**src/rtl/lut_slicem_cfg_if.sv**
```systemverilog
// Bus bundle for one writable LUT cell: configuration chain, fabric
// routing inputs, RAM write port and the exported mode bits.
interface lut_slicem_cfg_if #(
    parameter int NIN = 24
);
    logic           prgm_b;
    logic           cfg_en;
    logic           cfg_din;
    logic           cfg_done;
    logic [NIN-1:0] route_in;
    logic           we;
    logic           gwe;
    logic           wdata;
    logic           lut_out;
    logic           ram_en;
    logic           carry_sel;

    // The LUT cell itself
    modport slave (
        input  prgm_b, cfg_en, cfg_din, route_in, we, gwe, wdata,
        output cfg_done, lut_out, ram_en, carry_sel
    );

    // Whatever drives the cell (configuration controller, fabric, bench)
    modport master (
        output prgm_b, cfg_en, cfg_din, route_in, we, gwe, wdata,
        input  cfg_done, lut_out, ram_en, carry_sel
    );
endinterface

```
**src/rtl/lut_slicem_cfg.sv**
```systemverilog
// Writable K-input LUT cell for a SLICEM-style CLB. The whole configuration
// (truth table, mode bits, per-input routing selects) is loaded through a
// serial shift chain while prgm_b is low. In user mode the truth-table part
// of that same chain is the LUT storage, and doubles as distributed RAM.
module lut_slicem_cfg #(
    parameter int K    = 4,
    parameter int NIN  = 24,
    parameter int SELW = 5
) (
    input  logic              CLK,
    input  logic              reset_b,
    lut_slicem_cfg_if.slave   bus
);

    localparam int DEPTH     = 1 << K;
    localparam int CFG_LEN   = DEPTH + 3 + K * SELW;
    localparam int CNTW      = $clog2(CFG_LEN + 1);
    localparam int RAM_BIT   = DEPTH;
    localparam int CARRY_BIT = DEPTH + 1;
    localparam int FF_BIT    = DEPTH + 2;
    localparam int SEL_BASE  = DEPTH + 3;

    logic [CFG_LEN-1:0] r_chain;
    logic [CNTW-1:0]    r_bitCnt;
    logic               r_cfgDone;
    logic               r_lutQ;

    logic               w_shift;
    logic               w_active;
    logic               w_ramWrite;
    logic               w_lutComb;
    logic [K-1:0]       w_addr;
    logic [DEPTH-1:0]   w_table;
    logic [DEPTH-1:0]   w_tableNext;
    logic [SELW-1:0]    w_sel [K];

    // Loading only happens in the config phase, when upstream is finished,
    // and only until this cell has its full bitstream; after that the chain
    // is frozen until the next reset.
    assign w_shift    = ~bus.prgm_b & bus.cfg_en & ~r_cfgDone;
    assign w_active   = bus.prgm_b & r_cfgDone;
    assign w_ramWrite = w_active & r_chain[RAM_BIT] & bus.we & bus.gwe;
    assign w_table    = r_chain[DEPTH-1:0];

    for (genvar j = 0; j < K; j++) begin : g_sel
        assign w_sel[j] = r_chain[SEL_BASE + j*SELW +: SELW];
    end

    // Route K of the fabric inputs onto the LUT address; selects that point
    // past the last fabric input read as a constant 0 instead of X.
    always_comb begin
        w_addr = '0;
        for (int j = 0; j < K; j++) begin
            if (int'(w_sel[j]) < NIN) begin
                w_addr[j] = bus.route_in[w_sel[j]];
            end
        end
    end

    // Table image with the addressed entry replaced by the RAM write data.
    always_comb begin
        w_tableNext         = w_table;
        w_tableNext[w_addr] = bus.wdata;
    end

    assign w_lutComb = w_active & w_table[w_addr];

    // Configuration chain: serial load, then in-place RAM writes to the
    // truth-table field once the cell is in user mode.
    always_ff @(posedge CLK or negedge reset_b) begin
        if (!reset_b) begin
            r_chain <= '0;
        end else if (w_shift) begin
            r_chain <= {bus.cfg_din, r_chain[CFG_LEN-1:1]};
        end else if (w_ramWrite) begin
            r_chain[DEPTH-1:0] <= w_tableNext;
        end
    end

    // Bit counter and sticky done flag; done rises on the edge that takes
    // in the last configuration bit and the counter then holds.
    always_ff @(posedge CLK or negedge reset_b) begin
        if (!reset_b) begin
            r_bitCnt  <= '0;
            r_cfgDone <= 1'b0;
        end else if (w_shift) begin
            r_bitCnt <= r_bitCnt + 1'b1;
            if (r_bitCnt == CNTW'(CFG_LEN - 1)) begin
                r_cfgDone <= 1'b1;
            end
        end
    end

    // Output register, updated only while the cell is in user mode so that
    // dropping back to the config phase freezes the last registered value.
    always_ff @(posedge CLK or negedge reset_b) begin
        if (!reset_b) begin
            r_lutQ <= 1'b0;
        end else if (w_active) begin
            r_lutQ <= w_lutComb;
        end
    end

    assign bus.cfg_done  = r_cfgDone;
    assign bus.lut_out   = r_chain[FF_BIT] ? r_lutQ : w_lutComb;
    assign bus.ram_en    = r_chain[RAM_BIT];
    assign bus.carry_sel = r_chain[CARRY_BIT];

endmodule
```
**src/flat_wrapper.sv**
```systemverilog
// flat-port wrapper written by rule: the top's interface ports become plain ports
module lut_slicem_cfg_flat 
#(
    parameter int K    = 4,
    parameter int NIN  = 24,
    parameter int SELW = 5
)
  (CLK, reset_b, bus_prgm_b, bus_cfg_en, bus_cfg_din, bus_route_in, bus_we, bus_gwe, bus_wdata, bus_cfg_done, bus_lut_out, bus_ram_en, bus_carry_sel);
  lut_slicem_cfg_if #(.NIN(NIN)) bus_i ();
  input  logic CLK;
  input  logic reset_b;
  input wire logic [$bits(bus_i.prgm_b)-1:0] bus_prgm_b;
  input wire logic [$bits(bus_i.cfg_en)-1:0] bus_cfg_en;
  input wire logic [$bits(bus_i.cfg_din)-1:0] bus_cfg_din;
  input wire logic [$bits(bus_i.route_in)-1:0] bus_route_in;
  input wire logic [$bits(bus_i.we)-1:0] bus_we;
  input wire logic [$bits(bus_i.gwe)-1:0] bus_gwe;
  input wire logic [$bits(bus_i.wdata)-1:0] bus_wdata;
  output wire logic [$bits(bus_i.cfg_done)-1:0] bus_cfg_done;
  output wire logic [$bits(bus_i.lut_out)-1:0] bus_lut_out;
  output wire logic [$bits(bus_i.ram_en)-1:0] bus_ram_en;
  output wire logic [$bits(bus_i.carry_sel)-1:0] bus_carry_sel;
  assign bus_i.prgm_b = bus_prgm_b;
  assign bus_i.cfg_en = bus_cfg_en;
  assign bus_i.cfg_din = bus_cfg_din;
  assign bus_i.route_in = bus_route_in;
  assign bus_i.we = bus_we;
  assign bus_i.gwe = bus_gwe;
  assign bus_i.wdata = bus_wdata;
  assign bus_cfg_done = bus_i.cfg_done;
  assign bus_lut_out = bus_i.lut_out;
  assign bus_ram_en = bus_i.ram_en;
  assign bus_carry_sel = bus_i.carry_sel;
  lut_slicem_cfg #(.K(K), .NIN(NIN), .SELW(SELW)) u_core (.CLK(CLK), .reset_b(reset_b), .bus(bus_i));
endmodule
```
**config.mk**
```make
export PLATFORM = sky130hd
export DESIGN_NAME = lut_slicem_cfg_flat
export DESIGN_NICKNAME = d
export VERILOG_FILES = /design/src/rtl/lut_slicem_cfg_if.sv /design/src/rtl/lut_slicem_cfg.sv /design/src/flat_wrapper.sv
export SDC_FILE = /design/constraint.sdc
export NUM_CORES = 1
export LEC_CHECK = 0
export CAP_MARGIN = 10
export CORE_MARGIN = 10
export CORE_UTILIZATION = 45
export DETAILED_ROUTE_END_ITERATION = 16
export PLACE_DENSITY = 0.71
export SLEW_MARGIN = 40
export SYNTH_ARGS = -nofsm -noshare
export SYNTH_HDL_FRONTEND = slang
export SYNTH_SLANG_ARGS = --single-unit
```
**constraint.sdc**
```tcl
create_clock -name CLK -period 5.67 [get_ports CLK]
set_input_delay 1.134 -clock CLK [delete_from_list [all_inputs] [get_ports CLK]]
set_output_delay 1.134 -clock CLK [all_outputs]
set_load 0.005 [all_outputs]
```
Word-level counts from Yosys, hierarchy flattened

Cells that the tools add are included.

Bits of input ports: 32
Memory bits (read-only): 0
Flip-flop bits (word level): 47
Output and inout port bits: 4
Latch bits: 0
Memory bits (writable): 0
Logic and storage cells: 49
Memories: 0

Multipliers: 0
Bitwise gates (word level): 9
Order comparisons: 10
Shifts and indexed selects: 0
Equality and inequality tests: 1
Add/subtract/negate cells: 1
Reductions and logical operators: 3
Multiplexer cells: 20
Div/mod/pow operators: 0

Operators by type and width:

| kind                                                               | number |
|---|---|
| 2-to-1 mux 16 bit                                                  | 2 |
| less-than comparator 5 x 6 -> 1 bit (second input constant)        | 4 |
| binary-select mux 1 bit (select 5 bit)                             | 4 |
| less-than comparator 5 bit (second input constant)                 | 4 |
| bitwise mux 16 bit                                                 | 1 |
| 2-to-1 mux 1 bit                                                   | 11 |
| AND 1 bit                                                          | 7 |
| adder 6 x 1 -> 6 bit (second input constant)                       | 1 |
| == test 6 bit (second input constant)                              | 1 |
| less-than comparator 4 x 5 -> 1 bit (second input constant)        | 1 |
| binary-select mux 1 bit (select 4 bit)                             | 1 |
| demux 1 bit (select 4 bit)                                         | 1 |
| greater-or-equal comparator 4 x 1 -> 1 bit (second input constant) | 1 |
| NOT 1 bit                                                          | 2 |
| AND reduction 2 bit                                                | 1 |
| nonzero test 2 bit                                                 | 1 |
| logical AND 1 bit                                                  | 1 |

Depth between registers and ports, before layout

Gate-level depths: netlist (run 1).

Word-level depth: 10
Gate-level depth with buffers: 11
Mapped depth without buffers: 8

Worst setup path after synthesis (run 1)

OpenSTA, ideal clock, no wires.

Path kind: in2out
From: in bus_route_in[19]
To: out bus_lut_out
Data arrival time: 3.032 ns
Stages: 8
Buffers on the path: 1
Setup slack: 1.504 ns
Required time: 4.536 ns
Cells stage by stage: mux4_2 -> mux2_2 -> nand3_1 -> and3_1 -> buf_2 -> mux2_2 -> a211o_1 -> a31oi_1

Cells in the longest elaborated chain, start to end: 7
Elaborated cells on any way between the ends: 16
Classes of those cells: mux: 15; bitwise: 1

RTL lines:

| element                                  | line                  | source |
|---|---|---|
| start, declared                          | flat_wrapper.sv:15    | `input wire logic [$bits(bus_i.route_in)-1:0] bus_route_in;` |
| binary-select mux 1 bit (select 5 bit)   | lut_slicem_cfg.sv:55  | `w_addr[j] = bus.route_in[w_sel[j]];` |
| 2-to-1 mux 1 bit (implied by the code)   | lut_slicem_cfg.sv:55  |  |
| 2-to-1 mux 1 bit                         | lut_slicem_cfg.sv:54  | `if (int'(w_sel[j]) < NIN) begin` |
| binary-select mux 1 bit (select 4 bit) * | lut_slicem_cfg.sv:66  | `assign w_lutComb = w_active & w_table[w_addr];` |
| 2-to-1 mux 1 bit (implied by the code) * | lut_slicem_cfg.sv:66  |  |
| AND 1 bit *                              | lut_slicem_cfg.sv:66  |  |
| 2-to-1 mux 1 bit *                       | lut_slicem_cfg.sv:105 | `assign bus.lut_out = r_chain[FF_BIT] ? r_lutQ : w_lutComb;` |
| end, declared                            | flat_wrapper.sv:20    | `output wire logic [$bits(bus_i.lut_out)-1:0] bus_lut_out;` |

Every way passes the cells marked *; elsewhere a longest branch is shown, timed or not. The select of a mux whose other input is x is not followed.

Worst setup path in the final report (run 1)

From: in bus_route_in[23]
To: out bus_lut_out

Same word-level chain as after synthesis.

==> results of run 1 <==
==> routing by layer <==
metal,part of all wire [%],vias up,global-route usage [%]
li1,-,1181,-
met2,47,53,22.5
met4,1.4,0,4.77
met1,46,1188,18.2
met5,0,-,0
met3,5.3,9,3.53
==> flip-flops by register name, summed over array words and instances (netlist names) <==
name / cells
u_core.bus.cfg_done: 1
u_core.r_chain: 39
u_core.r_lutQ: 1
u_core.r_bitCnt: 6
==> cells in the final DEF, fill, tap and decap left out, drive strengths merged, types with 4 or more instances in the layout <==
| cell type | count |
|---|---|
| nor3 | 4 |
| xnor2 | 5 |
| clkdlybuf4s50 | 34 |
| nand3 | 9 |
| mux2 | 25 |
| nor2b | 6 |
| nand2 | 34 |
| buf | 8 |
| a211o | 4 |
| o21ai | 22 |
| a2111oi | 4 |
| inv | 8 |
| dfrtp | 47 |
| nor3b | 4 |
| clkbuf | 5 |
| mux2i | 31 |
| nor2 | 23 |
| mux4 | 16 |
| and3 | 5 |
==> power by group <==
group          switching (mW)  internal [mW]
Sequential              0.212          0.457
Clock                   0.118          0.133
Combinational           0.378          0.472
==> metrics by stage <==
step                hold WS [ps]  instances  power (mW)  cell area [µm²]  setup slack, ps
floorplan                    446        305        1.28             3150             1500
global placement             465        420        1.48             3560              156
detailed placement           467        420        1.49             3560              101
CTS                          482        428        1.76             3680              135
global route                 502        429        1.92             3690             6.82
finish                       477        429        1.77             3690              181
==> path summary, 6_finish.rpt <==
| check | startpoint | to | slack, ps | depth (start not counted) |
|---|---|---|---|---|
| max in group asynchronous | reset_b | u_core.r_chain[32]$_DFFE_PN0P_ | 4350 | 2 |
| min | u_core.r_bitCnt[5]$_DFFE_PN0P_ | u_core.r_bitCnt[5]$_DFFE_PN0P_ | 480 | 1 |
| min in group asynchronous | reset_b | u_core.r_chain[33]$_DFFE_PN0P_ | 910 | 2 |
| min reg2reg | u_core.r_bitCnt[5]$_DFFE_PN0P_ | u_core.r_bitCnt[5]$_DFFE_PN0P_ | 480 | 1 |
| max reg2reg | u_core.r_chain[20]$_DFFE_PN0P_ | u_core.r_chain[2]$_DFFE_PN0P_ | 2380 | 9 |
| max | bus_route_in[23] | bus_lut_out | 180 | 10 |
==> critical path: stages <==
cell             delay, ps
clkdlybuf4s50_1        530
mux2i_1                100
a311o_1                380
nor4_1                 510
nor3_4                 190
nor3b_1                190
a211o_1                290
a211o_1                320
a31oi_1                170
clkdlybuf4s50_1        520
==> cell families after synthesis <==
family / share of synthesized area (%)
and+or+nand+nor: 15.9
muxes: 30.2
AOI/OAI and AO/OA: 10.1
DFF: 37.3
buffers and inverters: 4.29
xor gates and xnor gates: 1.39
adders and majority gates: 0.794
==> timing repair <==
item / CTS / global route
setup endpoints to repair: 1 / 1
resized for setup: 1 / 0
gates cloned: 0 / 0
buffers inserted: 0 / 1
pin swaps: 0 / 1
==> area by class of cell <==
type | count | area share [%]
Multi-Input combinational cell | 229 | 50.2
Sequential cell | 47 | 31.9
Timing Repair Buffer | 42 | 10.8
Tap cell | 96 | 3.26
Clock buffer | 5 | 1.87
Clock inverter | 3 | 1.26
Inverter | 7 | 0.712
==> flow_metrics.tcl, run 1 <==
set metrics [dict create \
    status "finished clean" \
    yosys.area.top_type "dfrtp_1" \
    finalSetupViolCount 0 \
    antennaDiodeCount 0 \
    power_density_mw_per_mm2 480 \
    worst_ir_drop_vdd_mv 0.261 \
    routedWlPerCell_um 17.2 \
    netlist_top_cells_area "dfrtp_1 37%, mux4_2 11%, mux2i_1 9.8%, mux2_2 8.9%, nand2_1 4.0%" \
    slew_headroom_pct 55.7 \
    routed-via-count 2431 \
    route.detailed.drc 0 \
    ant_nets 0 \
    ys_seq_elements 47 \
    drt-initial-drc-count 242 \
    layout.nets 366 \
    grt_first_pass_wirelength_mm 12.9 \
    ys_types 46 \
    ios 36 \
    finalWorstPathRequiredPeriod_ps 5490 \
    grt_max_degree 66 \
    hold_viol_final 0 \
    cts.path.max_buffers 2 \
    synth_edf_count 0 \
    numCtsBuffers 5 \
    drv_cap 0 \
    clock_sinks 47 \
    max_clock_freq_mhz 182 \
    fillers 619 \
    skew_ps 12.4 \
    rows 30 \
    synth_fp_nets 339 \
    antenna_found_initial 0 \
    postCtsHoldBufs 0 \
    dp_hpwl_mm 5.44 \
    regArea_mm2 0.00118 \
    critical_path.max_fanout 12 \
    path_clk_slew_ps 90 \
    vias_per_cell 5.67 \
    dieWidth_um 104 \
    grtUsageTotal_pct 14.1 \
    cp.arrival_ps 4350 \
    yosys_warnings 0 \
    tns_ps 0 \
    seq_area_frac_synth_pct 37.3 \
    die_h_um 104 \
    synth.most_common_cell "dfrtp_1" \
    grt_pass1_vias 2510 \
    syn-cell-area_mm2 0.00315 \
    end_kind "primary output" \
    synth_area_per_cell_um2 10.3 \
    drive_above_1_share_pct 18.6 \
    cts.htree.levels 2 \
    final_util_pct 54.3 \
    overflow 0 \
    min_period_over_period_pct 96.8 \
    async_reset_ff_share_pct 100 \
    slew_viol_final 0 \
    area_delta_synth_final_pct 17.0 \
    hp-class "reg2reg" \
    gp_congestion 0.919 \
    path_class "in2out" \
    drt_pre_antenna_iters 4 \
    synthFlopType "dfrtp_1" \
    cp.required_ps 4540 \
    worst_pin_slew_ps 659 \
    leakage_nw 1.46 \
    clock_latency_ps 300 \
    cp-start-kind "input pin" \
    portBuffers 35 \
    cts_tree "built" \
    totalWireLength_mm 7.38 \
    synthDominantCellAreaShare_pct 37.3 \
    initial_core_util_pct 46.4 \
    rsz0062_at_grt "false" \
    multi_input_area_mm2 0.00185 \
    core-area_mm2 0.00679 \
    synth_common_cells "47 x dfrtp_1, 34 x nand2_1, 31 x mux2i_1" \
    root_buffer "clkbuf_8" \
    syn_inst 305 \
    die_area_mm2 0.0108 \
]
(Power assumes the default switching activity.)
==> run 2: changes to the inputs <==
- DONT_BUFFER_PORTS: default -> 1
- PLACE_DENSITY: 0.71 -> 0.65
==> flow_metrics.tcl, run 2 (synthesized netlist as in run 1, its figures left out) <==
set metrics [dict create \
    rows 30 \
    grtUsageTotal_pct 13.5 \
    p_seq_share_pct 41.6 \
    r2r-end "u_core.r_chain[6]$_DFFE_PN0P_" \
    finalSetupViolCount 0 \
    routedWlPerCell_um 18.9 \
    p_clk_share_pct 12.4 \
    totalWireLength_mm 7.38 \
    cp.arrival_ps 3290 \
    clock_latency_ps 300 \
    multi_input_area_mm2 0.00185 \
    setup_ws_ps 1250 \
    core-area_mm2 0.00679 \
    power_density_mw_per_mm2 497 \
    min_period_over_period_pct 78.0 \
    route.detailed.drc 0 \
    die_h_um 104 \
    ant_nets 0 \
    portBuffers 0 \
    grt_pass1_vias 2308 \
    rrSetupSlack_ps 2590 \
    reg2reg_depth 8 \
    grt_max_degree 66 \
    tns_ps 0 \
    root_buffer "clkbuf_8" \
    cts_tree "built" \
    area_delta_synth_final_pct 4.13 \
    max_clock_freq_mhz 226 \
    timing.rr.start "u_core.r_chain[25]$_DFFE_PN0P_" \
    dp_slack_ps 983 \
    fillers 634 \
    holdPathEnd "u_core.r_bitCnt[5]$_DFFE_PN0P_" \
    rsz0062_at_grt "false" \
    dp_hpwl_mm 5.47 \
    hp-class "reg2reg" \
    initial_core_util_pct 46.4 \
    final_cell_mix "47 x dfrtp_1, 34 x nand2_1, 31 x mux2i_1, 25 x mux2_2, 23 x nor2_1" \
    ios 36 \
    cp-start-kind "input pin" \
    top_register "u_core.r_chain" \
    drt-initial-drc-count 209 \
    worst_ir_drop_vdd_mv 0.273 \
    drv_cap 0 \
    path_clk_slew_ps 90 \
    status "finished clean" \
    leakage_nw 1.29 \
    overflow 0 \
    layout.nets 327 \
    numCtsBuffers 5 \
    grt_first_pass_wirelength_mm 12.2 \
    hold_depth 1 \
    dieWidth_um 104 \
    cts.path.max_buffers 2 \
    top_regs "u_core.r_chain x39, u_core.r_bitCnt x6" \
    skew_ps 4.95 \
    path_class "in2out" \
    worst_pin_slew_ps 660 \
    end_kind "primary output" \
    gp_congestion 0.909 \
    cp.required_ps 4540 \
    p_sw_mw 0.681 \
    drive_above_1_share_pct 19.0 \
    largest_reg_flops 39 \
    cpPeakStageDelay_ps 460 \
    dpl.cell_count 382 \
    vias_per_cell 5.91 \
    slew_viol_final 0 \
    finalWorstPathRequiredPeriod_ps 4420 \
    drt_pre_antenna_iters 4 \
    antennaDiodeCount 0 \
    clock_sinks 47 \
    hold_viol_final 0 \
    switching_share_pct 41.7 \
    p_int_mw 0.951 \
    postCtsHoldBufs 0 \
    cts_resized 0 \
    regArea_mm2 0.00118 \
    combinationalPowerShare_pct 46.0 \
    final_common_cell "dfrtp_1" \
    routed-via-count 2303 \
    slew_headroom_pct 55.6 \
    path_cells "mux4_2 -> o22ai_1 -> nor4b_1 -> nor3_4 -> mux2i_1 -> mux2_2 -> a211o_1 -> a31oi_1" \
    final_cells 390 \
    cts_setup_buffers 0 \
    die_area_mm2 0.0108 \
    antenna_found_initial 0 \
    cts.htree.levels 2 \
    crit_path_top_delay_cell "nor3_4" \
    critical_path.max_fanout 14 \
    min-delay-start "u_core.r_bitCnt[5]$_DFFE_PN0P_" \
]
==> run 2: changes by cell type in the layout (fill, tap and decap cells not counted) <==
cell / change
buf_4: -4
clkbuf_1: +1
buf_2: -1
clkdlybuf4s50_1: -34
inv_6: -1
bufinv_16: -1
clkinv_2: +1
==> run 2: final cells by class <==
class / count / area share (%)
clock buffer: 6 / 2.21
clock inverter: 2 / 0.381
inverter: 7 / 0.800
multi-input combinational: 229 / 56.4
sequential: 47 / 35.8
tap: 96 / 3.66
timing repair buffer: 3 / 0.686
==> run 2: power by group through the flow <==
stage / clock [mW] / sequential, mW / combinational, mW
after detailed placement: 0 / 0.686 / 0.742
after global routing: 0.221 / 0.707 / 0.838
after CTS: 0.208 / 0.679 / 0.745
after global placement: 0 / 0.678 / 0.728
after floorplan: 0 / 0.541 / 0.743
final: 0.202 / 0.679 / 0.751
==> run 2: worst max-delay path by stage <==
stage / from / end / slack [ps] / cells after the start
after global placement: bus_route_in[15] / bus_lut_out / 1080 / 8
after detailed placement: bus_route_in[15] / bus_lut_out / 980 / 8
after global routing: bus_route_in[8] / bus_lut_out / 1060 / 8
after floorplan: bus_route_in[19] / bus_lut_out / 1500 / 8
after CTS: bus_route_in[15] / bus_lut_out / 1010 / 8
final: bus_route_in[15] / bus_lut_out / 1250 / 8
==> run 2: worst max-delay path: cells and delay by family <==
kind / cells / cell delay [ps]
compound gates: 3 / 680
mux: 3 / 890
simple gates: 2 / 570
==> run 2: per-layer routing <==
| layer | vias to the layer above | part of all wire [%] | global-route usage, % |
|---|---|---|---|
| met5 | - | 0 | 0 |
| met3 | 8 | 5.8 | 2.79 |
| li1 | 1097 | - | - |
| met4 | 0 | 1.3 | 3.58 |
| met2 | 77 | 52 | 23.4 |
| met1 | 1121 | 41 | 16.5 |
==> run 2: per-stage QoR <==
step / total power, mW / utilization, % / hold slack (ps) / instance area, µm²
global placement: 1.41 / 47.0 / 464 / 3190
finish: 1.63 / 48.3 / 498 / 3280
detailed placement: 1.43 / 47.0 / 481 / 3190
global route: 1.77 / 48.3 / 497 / 3280
CTS: 1.63 / 48.2 / 499 / 3280
floorplan: 1.28 / - / 446 / 3150
==> run 3: changes to the inputs <==
- PLACE_DENSITY: 0.65 -> 0.67
- clock period: 5.67 -> 3.8 ns (I/O delays scaled with it)
==> flow_metrics.tcl, run 3 (synthesized netlist as in run 1, its figures left out) <==
set metrics [dict create \
    drv_cap 0 \
    hold_viol_final 0 \
    max_clock_freq_mhz 271 \
    vias_per_cell 6.13 \
    p_int_mw 1.67 \
    antenna_found_initial 0 \
    rrSetupSlack_ps 950 \
    cp-start-kind "register" \
    largest_reg_flops 39 \
    finalPower_mw 2.79 \
    path_class "reg2out" \
    cts.path.max_buffers 2 \
    area_delta_synth_final_pct 10.5 \
    core-area_mm2 0.00679 \
    worst_ir_drop_vdd_mv 0.540 \
    rows 30 \
    cp.arrival_ps 2920 \
    final_cell_mix "45 x dfrtp_1, 34 x nand2_1, 31 x mux2i_1, 25 x mux2_2, 23 x nor2_1" \
    ios 36 \
    final_cells 403 \
    finalSetupViolCount 0 \
    grt_max_degree 66 \
    overflow 0 \
    skew_ps 5.41 \
    p_seq_share_pct 35.4 \
    drive_above_1_share_pct 25.7 \
    drt_pre_antenna_iters 4 \
    p_sw_mw 1.12 \
    reg2reg_depth 10 \
    timing.rr.start "u_core.r_chain[28]$_DFFE_PN0P_" \
    slew_headroom_pct 57.0 \
    end_kind "primary output" \
    fillers 612 \
    worst_pin_slew_ps 645 \
    clock_latency_ps 300 \
    hold-worst-slack_ps 146 \
    routed-via-count 2471 \
    grt_pass1_vias 2414 \
    cts_tree "built" \
    portBuffers 0 \
    combinationalPowerShare_pct 51.6 \
    grt_first_pass_wirelength_mm 12.5 \
    dp_hpwl_mm 5.57 \
    root_buffer "clkbuf_8" \
    antennaDiodeCount 0 \
    initial_core_util_pct 46.4 \
    layout.nets 341 \
    totalWireLength_mm 7.82 \
    path_clk_slew_ps 80 \
    numCtsBuffers 5 \
    leakage_nw 1.38 \
    power_density_mw_per_mm2 801 \
    hp-class "in2async" \
    die_h_um 104 \
    setup_ws_ps 116 \
    min_period_over_period_pct 96.9 \
    dpl.cell_count 391 \
    cp.required_ps 3040 \
    r2r-end "u_core.r_chain[6]$_DFFE_PN0P_" \
    drt-initial-drc-count 299 \
    status "finished clean" \
    routedWlPerCell_um 19.4 \
    slew_viol_final 0 \
    clock_sinks 47 \
    top_regs "u_core.r_chain x39, u_core.r_bitCnt x6" \
    grtUsageTotal_pct 14.0 \
    dieWidth_um 104 \
    postCtsHoldBufs 0 \
    switching_share_pct 40.0 \
    p_clk_share_pct 13.0 \
    critical_path.max_fanout 7 \
    final_common_cell "dfrtp_1" \
    finalWorstPathRequiredPeriod_ps 3680 \
    route.detailed.drc 0 \
    cts.htree.levels 2 \
    top_register "u_core.r_chain" \
    gp_congestion 0.956 \
    ant_nets 0 \
    die_area_mm2 0.0108 \
    dp_slack_ps 8.36 \
]
-- run 3: worst max-delay path, stage by stage, from the launching register on --
cell and delay (ps):
dfrtp_1 510, buf_4 220, a311o_1 370, nor4_4 250, nor3_4 90, buf_2 170
buf_4 140, nor3b_1 130, a211o_1 260, a211o_1 290, a31oi_2 200
-- run 3: what timing repair did --
action | in CTS | in global routing
resized for setup | 5 | 11
pin swaps | 2 | 3
setup buffers | 4 | 1
endpoints found under the setup margin | 1 | 1
-- run 3: how the worst max path moves through the flow --
stage,startpoint,endpoint,slack (ps)
2_1_floorplan,bus_route_in[19],bus_lut_out,380
3_3_place_gp,bus_route_in[15],bus_lut_out,60
3_5_place_dp,bus_route_in[15],bus_lut_out,8
4_1_cts,u_core.r_chain[25]$_DFFE_PN0P_,bus_lut_out,4
5_1_grt,u_core.r_chain[25]$_DFFE_PN0P_,bus_lut_out,-7
6_report,u_core.r_chain[28]$_DFFE_PN0P_,bus_lut_out,120
-- run 3: per-layer routing --
layer | wire length [µm] | up-vias | global-route usage, %
met5 | 0 | - | 0
met1 | 3110 | 1209 | 17.0
met2 | 3760 | 104 | 22.6
li1 | - | 1127 | -
met4 | 320 | 0 | 7.26
met3 | 637 | 31 | 3.53
-- run 3: layout make-up --
type,count,area (µm²),share of cell area (%)
Sequential cell,47,1180,33.8
Timing Repair Buffer,17,138,3.95
Multi-Input combinational cell,229,1920,55.0
Inverter,7,26.3,0.754
Tap cell,96,120,3.45
Clock inverter,2,37.5,1.08
Clock buffer,5,68.8,1.97
-- run 3: metrics by stage --
stage                     instance area (µm²)  TNS, ps  util, %
after floorplan                          3150        0        -
after global placement                   3260        0     48.0
after detailed placement                 3260        0     48.0
after CTS                                3430        0     50.5
after global routing                     3480    -7.45     51.3
final                                    3480        0     51.3
-- run 3: power groups by stage --
stage / combinational [mW] / sequential (mW) / clock [mW]
floorplan: 1.11 / 0.807 / 0
global placement: 1.22 / 0.976 / 0
detailed placement: 1.24 / 0.985 / 0
CTS: 1.37 / 0.974 / 0.372
global route: 1.57 / 1.02 / 0.395
finish: 1.44 / 0.987 / 0.362
